[src/rtl/logarithm_pkg.sv]
// rtl/logarithm_pkg.sv - shared widths, state encoding and ln(1+2^-k) table for the log unit
package logarithm_pkg;

    localparam int ITER = 17;
    localparam int GW   = 4;
    localparam int YW   = 22;
    localparam int AW   = 21;
    localparam int KW   = 5;

    typedef logic [1:0] state_t;
    localparam state_t ST_IDLE = 2'd0;
    localparam state_t ST_CALC = 2'd1;
    localparam state_t ST_FIN  = 2'd2;

    localparam logic [YW-1:0] P_ONE = 22'h10_0000;

    // round(ln(1+2^-k) * 2^20) for k = 0..16
    localparam logic [AW-1:0] LN_TABLE [ITER] = '{
        21'hB1721, 21'h67CC9, 21'h391FF, 21'h1E270,
        21'h0F852, 21'h07E0A, 21'h03F81, 21'h01FE0,
        21'h00FF8, 21'h007FE, 21'h00400, 21'h00200,
        21'h00100, 21'h00080, 21'h00040, 21'h00020,
        21'h00010
    };

endpackage

[src/rtl/log_lut.sv]
// rtl/log_lut.sv - combinational ROM from iteration index to ln(1+2^-k) in 1.20 format
module log_lut
    import logarithm_pkg::*;
(
    input  logic [KW-1:0] i_k,
    output logic [AW-1:0] o_ln
);

    // Indices past the last iteration read as zero so the finalize cycle adds nothing.
    always_comb begin
        o_ln = '0;
        if (i_k < KW'(ITER)) begin
            o_ln = LN_TABLE[i_k];
        end
    end

endmodule

[src/rtl/logarithm.sv]
// rtl/logarithm.sv - iterative ln(y) for 2.16 operands via multiplicative normalization
module logarithm
    import logarithm_pkg::*;
(
    input  logic        clk,
    input  logic        rst,
    input  logic        start,
    input  logic [1:0]  intpart,
    input  logic [15:0] fracpart,
    output logic        done,
    output logic [15:0] lnx,
    output logic        ovf,
    output logic        err
);

    state_t          r_state;
    state_t          w_next;
    logic [KW-1:0]   r_k;
    logic [YW-1:0]   r_y;
    logic [YW-1:0]   r_p;
    logic [AW-1:0]   r_acc;
    logic [YW:0]     w_t;
    logic            w_take;
    logic [AW-1:0]   w_lk;
    logic [17:0]     w_r;
    logic            w_err_cond;
    logic            w_load;
    logic            w_step;
    logic            w_finish;

    log_lut u_lut (
        .i_k  (r_k),
        .o_ln (w_lk)
    );

    always_ff @(posedge clk or posedge rst) begin
        if (rst) begin
            r_state <= ST_IDLE;
        end else begin
            r_state <= w_next;
        end
    end

    // CALC runs k = 0..ITER-1 as iterations and k = ITER as the finalize cycle.
    always_comb begin
        w_next = r_state;
        case (r_state)
            ST_IDLE, ST_FIN: if (start) w_next = ST_CALC;
            ST_CALC:         if (r_k == KW'(ITER)) w_next = ST_FIN;
            default:         w_next = ST_IDLE;
        endcase
    end

    always_comb begin
        w_load   = 1'b0;
        w_step   = 1'b0;
        w_finish = 1'b0;
        case (r_state)
            ST_IDLE, ST_FIN: w_load = start;
            ST_CALC: begin
                if (r_k == KW'(ITER)) w_finish = 1'b1;
                else                  w_step   = 1'b1;
            end
            default: ;
        endcase
    end

    always_comb begin
        if (r_k == '0) w_t = {r_p, 1'b0};
        else           w_t = {1'b0, r_p} + {1'b0, (r_p >> r_k)};
    end

    assign w_take     = (w_t <= {1'b0, r_y});
    assign w_r        = {1'b0, r_acc[AW-1:4]} + {17'd0, r_acc[3]};
    assign w_err_cond = (r_y[YW-1:YW-2] == 2'b00);

    always_ff @(posedge clk or posedge rst) begin
        if (rst) begin
            r_k   <= '0;
            r_y   <= '0;
            r_p   <= '0;
            r_acc <= '0;
            done  <= 1'b0;
            lnx   <= '0;
            ovf   <= 1'b0;
            err   <= 1'b0;
        end else if (w_load) begin
            r_k   <= '0;
            r_y   <= {intpart, fracpart, {GW{1'b0}}};
            r_p   <= P_ONE;
            r_acc <= '0;
            done  <= 1'b0;
            ovf   <= 1'b0;
            err   <= 1'b0;
        end else if (w_step) begin
            if (w_take) begin
                r_p   <= w_t[YW-1:0];
                r_acc <= r_acc + w_lk;
            end
            r_k <= r_k + KW'(1);
        end else if (w_finish) begin
            done <= 1'b1;
            if (w_err_cond) begin
                lnx <= '0;
                err <= 1'b1;
            end else if (w_r >= 18'h10000) begin
                lnx <= 16'hFFFF;
                ovf <= 1'b1;
            end else begin
                lnx <= w_r[15:0];
            end
        end
    end

endmodule
[config.mk]
export PLATFORM = sky130hd
export DESIGN_NAME = logarithm
export DESIGN_NICKNAME = d
export VERILOG_FILES = /design/src/rtl/logarithm_pkg.sv /design/src/rtl/log_lut.sv /design/src/rtl/logarithm.sv
export SDC_FILE = /design/constraint.sdc
export NUM_CORES = 1
export LEC_CHECK = 0
export CAP_MARGIN = 10
export CORE_MARGIN = 4
export CORE_UTILIZATION = 60
export DETAILED_ROUTE_END_ITERATION = 6
export PLACE_DENSITY_LB_ADDON = 0.15
export SLEW_MARGIN = 5
export SYNTH_ARGS = -nofsm -noshare
export SYNTH_HDL_FRONTEND = slang
export SYNTH_HIERARCHICAL = 1
export SYNTH_SLANG_ARGS = --single-unit
[constraint.sdc]
create_clock -name clk -period 8 [get_ports clk]
set_clock_uncertainty 0.1 [all_clocks]
set_input_delay 2.4 -clock clk [delete_from_list [all_inputs] [get_ports clk]]
set_output_delay 2.4 -clock clk [all_outputs]
set_load 0.02 [all_outputs]
==> flow_summary.toml, run 1 <==
[sta]
min_period_ps = 7461
finalCritPeriodShare = 0.9327
rsz0062_at_grt = "no"
setup_viol = 0
drv_slew = 0
finalHoldViolCount = 0
maxSlewHeadroom = 0.2599
tns_ps = 0
worstMarginPinSlew_ps = 1110
max_freq_ghz = 0.1340

[floorplanning]
ios = 40
fp-row-count = 41
die_x_um = 121.7
dieArea_um2 = 14810
core_um2 = 12620
die_h_um = 121.7
initial_utilization = 0.6148

[cells_and_area]
syn2layout_area_growth_pct = 10.27
fillers = 1102
layout-drive-gt1-share = 0.06722
mostFrequentLayoutCell = "nand2_1"
mostFrequentLayoutCells = "nand2_1 (114), dfrtp_1 (87), o21ai_0 (77), ha_1 (73), a21oi_1 (70)"
nets = 1058
diodes = 0

[global_route]
antenna_found_initial = 0
grt_max_degree = 54
grt_use_total = 0.2833
grt_pass1_vias = 6405
grt-ovfl-total = 0
grt_pass1_wl_um = 33520

[setup_path]
path_buf_inv = 1
critPathLaunchType = "flip-flop"
path_max_fanout = 27
end_kind = "flip-flop"
cpPeakStageDelay_ps = 1070
critPathTopFamily = "compound AO/OA/AOI/OAI gates"
worst_ep_required_time_ps = 8190
path_cells = "mux2_2 > o21ai_0 > nor2_1 > a211oi_1 > a211oi_1 > ha_1 > a21oi_1 > a21boi_0 > nor4_1 > o21ai_0 > a311oi_1 > xor2_1 > a21oi_1 > ha_1 > and4_1 > nand2_1 > or4_1 > a2111oi_2 > o21ai_1 > a21oi_1 > buf_4 > o211ai_1 > nand3_1"
slowest_stage = "dfrtp_1"
critPathKind = "reg -> reg"
cp_num_cells = 23
cp_common_cell = "a21oi_1"
crit_arrival_ps = 7650
reg2regPathDepth = 23

[clock_network]
cts_tree = "built"
numCtsBuffers = 9
htree_levels = 3
clock_latency_ps = 350
postCtsSetupBuffers = 0
cts_hold_buffers = 0
cts_resized = 0
cts_root_buf = "clkbuf_16"
clkTransAtPathRegs_ps = 70
clockBufferDepth = 2
clock_sinks = 87

[route]
antenna_left = 0
totalWireLength_um = 20360
first_pass_iters = 7
dr_total_vias = 7108
vias_per_cell = 6.241
dr.first_iter.drc_count = 752
avgRoutedWirePerCell_um = 17.87
drc_errors = 0

[logic_synthesis]
ys_seq_area_frac = 0.2806
synthesis.nets = 1044
synth-main-ff-cell = "dfrtp_1"
synth-async-reset-ratio = 1.000
synth_area_um2 = 7759
synth_edf_count = 0
synthCells = 948
yosysWarnings = 6
post_synth_num_cell_types = 72
avgSynthCellArea_um2 = 8.184
synth-seq-cells = 87

[placement]
dp_hpwl_um = 15280
place_congestion = 1.025
io_buffers = 39

[hold_path]
hold_class = "reg -> reg"
holdPathStages = 2

[run]
drv_cap = 0

[outcome]
status = "finished clean"
## worst register-to-register path, delay by kind of cell (launching register included)
family                     cells  cell delay (ps)
AOI/OAI and AO/OA             12             3000
and+or+nand+nor                6             1520
DFF                            1             1070
adders and majority gates      2              750
muxes                          1              430
buffers and inverters          1              350
xor gates and xnor gates       1              190
## sequential cells by signal (all words and copies together), names as in the netlist
signal	count
err	1
r_y	18
ovf	1
r_k	5
r_p	22
lnx	16
done	1
r_acc	21
r_state	2
## synth_stat cells, types with 6 or more instances
cell type  number  area, um^2
nand2_1       114       427.9
dfrtp_1        87        2177
or3_1           6       37.54
nand3b_1        7       52.55
nand2b_1       12       75.07
mux4_2         11       247.7
nand3_1        51       255.2
o21a_1          9       67.56
buf_1           6       22.52
mux2i_1        20       200.2
a21o_1         22       165.2
o31ai_1         7       52.55
o21ai_0        77       385.4
clkbuf_1       36       135.1
xor2_1         20       175.2
a22oi_1        16       120.1
ha_1           73       913.4
a211oi_1       16       120.1
nor2_1         65       244.0
nand4_1         8       50.05
a21oi_1        70       350.3
nor3_1         18       90.09
nor2b_1         9       56.30
inv_1          43       161.4
and3_1         21       131.4
and2_1          9       56.30
xnor2_1        23       201.4
## worst paths after layout
kind / start / to / slack, ps
worst max-delay path: r_k[1] / r_acc[19] / 540
worst min-delay path: r_acc[0] / r_acc[0] / 400
worst max register to register: r_k[1] / r_acc[19] / 540
worst min register to register: r_acc[0] / r_acc[0] / 400
max in group asynchronous: rst / r_k[0] / 4330
min in group asynchronous: rst / r_y[5] / 2470
## metal layers
layer,global-route usage,vias up,wire (um)
met1,0.4339,3334,9697
met2,0.4024,277,8590
met3,0.05989,28,1636
met5,0,-,0
met4,0.08193,0,431
li1,-,3469,-
## metrics by stage
| step | cells | util | instance area, um^2 | setup WS (ps) | hold WS [ps] |
|---|---|---|---|---|---|
| after floorplan | 948 | - | 7759 | 1533 | 352.3 |
| after global placement | 1123 | 0.6538 | 8250 | 953.3 | 375.3 |
| after detailed placement | 1123 | 0.6538 | 8250 | 728.2 | 392.0 |
| after CTS | 1139 | 0.6780 | 8556 | 665.5 | 408.4 |
| after global routing | 1139 | 0.6780 | 8556 | 47.59 | 434.6 |
| final | 1139 | 0.6780 | 8556 | 538.5 | 401.3 |
## logic make-up (layout without fill, tap and decap cells)
family          count (synthesis)  after routing  share of synthesized area
compound gates                269            269                     0.2177
xor+xnor                       43             43                    0.04854
fa+ha+maj                      75             75                     0.1229
buf+inv                        95            114                    0.05096
flops                          87             87                     0.2806
mux                            36             36                    0.06499
other cells                     1              1                  0.0004833
simple gates                  342            342                     0.2138
## final cells by class
| type | instances | area [um^2] | share of cell area |
|---|---|---|---|
| clock buffer | 10 | 239.0 | 0.02793 |
| inverter | 44 | 166.4 | 0.01945 |
| timing repair buffer | 54 | 503.0 | 0.05879 |
| tap | 172 | 215.2 | 0.02515 |
| sequential | 87 | 2177 | 0.2545 |
| multi-input combinational | 766 | 5189 | 0.6065 |
| clock inverter | 6 | 66.31 | 0.007751 |
Power of run 1 is left out: the tool's default activity adds up to more than one toggle a clock period on the data nets, which glitch-free logic cannot reach.
==> inputs of run 2 (changes only) <==
--- a/config.mk
+++ b/config.mk
@@ -7,7 +7,7 @@
 export LEC_CHECK = 0
 export CAP_MARGIN = 10
 export CORE_MARGIN = 4
-export CORE_UTILIZATION = 60
+export CORE_UTILIZATION = 62
 export DETAILED_ROUTE_END_ITERATION = 6
 export PLACE_DENSITY_LB_ADDON = 0.15
 export SLEW_MARGIN = 5
==> run 2 against run 1 <==
Global-route usage is 2.2 points higher. Highest routed layer unchanged. Final cell count is 0.35% lower. Die area is 3.0% lower. Final area is 0.10% lower. Worst setup slack hardly changed. Critical path depth stayed put. Largest cell class unchanged.
==> flow_summary.toml, run 2 (synthesized netlist as in run 1, its figures left out) <==
[setup_path]
cpPeakStageDelay_ps = 990
path_max_fanout = 33
worst_ep_required_time_ps = 8140
critPathKind = "reg -> reg"
end_kind = "flip-flop"
slowest_stage = "dfrtp_1"
cp_common_cell = "o21ai_0"
critPathLaunchType = "flip-flop"
path_cells = "mux2_2 > o21ai_0 > nor2_1 > a211oi_1 > a211oi_1 > ha_1 > a21oi_1 > a21boi_0 > nor4_1 > o21ai_0 > a311oi_1 > xor2_1 > a21oi_1 > ha_1 > and4_1 > nand2_1 > or4_1 > a2111oi_2 > o21ai_1 > a21o_1 > buf_4 > o21ai_0 > a21bo_2"
path_buf_inv = 1
crit_arrival_ps = 7600
critPathTopFamily = "compound AO/OA/AOI/OAI gates"

[sta]
tns_ps = 0
finalCritPeriodShare = 0.9327
finalHoldViolCount = 0
drv_slew = 0
setup_viol = 0
rsz0062_at_grt = "no"
max_freq_ghz = 0.1340
maxSlewHeadroom = 0.1815
hold_ws_ps = 392.7
min_period_ps = 7461
worstMarginPinSlew_ps = 1222
setup_ws_ps = 538.7

[route]
drc_errors = 0
dr.first_iter.drc_count = 846
antenna_left = 0
first_pass_iters = 5
vias_per_cell = 6.469
avgRoutedWirePerCell_um = 18.97
dr_total_vias = 7342
totalWireLength_um = 21530

[cells_and_area]
nets = 1058
multi_input_area_um2 = 5189
syn2layout_area_growth_pct = 10.16
layout-drive-gt1-share = 0.06825
regMostFlops = "r_p"
ff_latch_area_um2 = 2178
mostFrequentLayoutCells = "nand2_1 (114), dfrtp_1 (86), o21ai_0 (77), ha_1 (73), a21oi_1 (70)"
diodes = 0
fillers = 998
largest_reg_flops = 22
reg_top3 = "r_p: 22 flops, r_acc: 21 flops, r_y: 18 flops"
mostFrequentLayoutCell = "nand2_1"

[floorplanning]
die_x_um = 119.9
ios = 40
fp-row-count = 40
core_um2 = 12110
die_h_um = 119.9
initial_utilization = 0.6406
dieArea_um2 = 14370

[global_route]
grt-ovfl-total = 0
antenna_found_initial = 0
grt_max_degree = 88
grt_use_total = 0.3051
grt_pass1_vias = 6866
grt_pass1_wl_um = 35340

[clock_network]
clock_latency_ps = 360
clkTransAtPathRegs_ps = 70
cts_root_buf = "clkbuf_16"
cts_tree = "built"
postCtsSetupBuffers = 0
numCtsBuffers = 9
clock_sinks = 87
clockBufferDepth = 2
htree_levels = 3

[hold_path]
hold_class = "reg -> reg"

[placement]
io_buffers = 39
place_congestion = 0.9928
dp_hpwl_um = 16090
pre_cts_slack_ps = 719.0

[outcome]
status = "finished clean"

[run]
drv_cap = 0
[run 2: path summary, 6_finish.rpt]
kind | depth (start not counted) | from | slack, ps | end
worst max-delay path | 23 | r_k[1] | 540 | r_p[20]
worst min-delay path | 2 | r_y[4] | 390 | r_y[4]
worst max register to register | 23 | r_k[1] | 540 | r_p[20]
worst min register to register | 2 | r_y[4] | 390 | r_y[4]
max in group asynchronous | 3 | rst | 4370 | r_k[0]
min in group asynchronous | 3 | rst | 2620 | r_acc[20]
[run 2: stage by stage]
step | instances | util | area (um^2)
3_5_place_dp | 1118 | 0.6802 | 8238
5_1_grt | 1135 | 0.7057 | 8547
6_report | 1135 | 0.7057 | 8547
4_1_cts | 1134 | 0.7050 | 8538
2_1_floorplan | 948 | - | 7759
3_3_place_gp | 1118 | 0.6802 | 8238
[run 2: layout make-up]
class	count	share of cell area
clock buffer	9	0.02635
sequential	87	0.2549
multi-input combinational	766	0.6071
timing repair buffer	54	0.05885
clock inverter	7	0.008783
tap	168	0.02459
inverter	44	0.01947
[run 2: worst min-delay path: cells and delay by family, from the launching register on]
kind          cells  cell delay (ps)
simple gates      2              110
flops             1              350
[run 2: timing repair]
item | in CTS | in global routing
hold buffers | 0 | 0
setup endpoints to repair | 0 | 10
gates resized for setup | 0 | 1
[run 2: per-layer routing]
metal,wire length (um),global-route usage,vias to the layer above
li1,-,-,3441
met1,9822,0.4603,3501
met2,9373,0.4509,366
met3,2007,0.05985,34
met4,330,0.07588,0
met5,0,0,-
Power of run 2 is left out for the same reason.
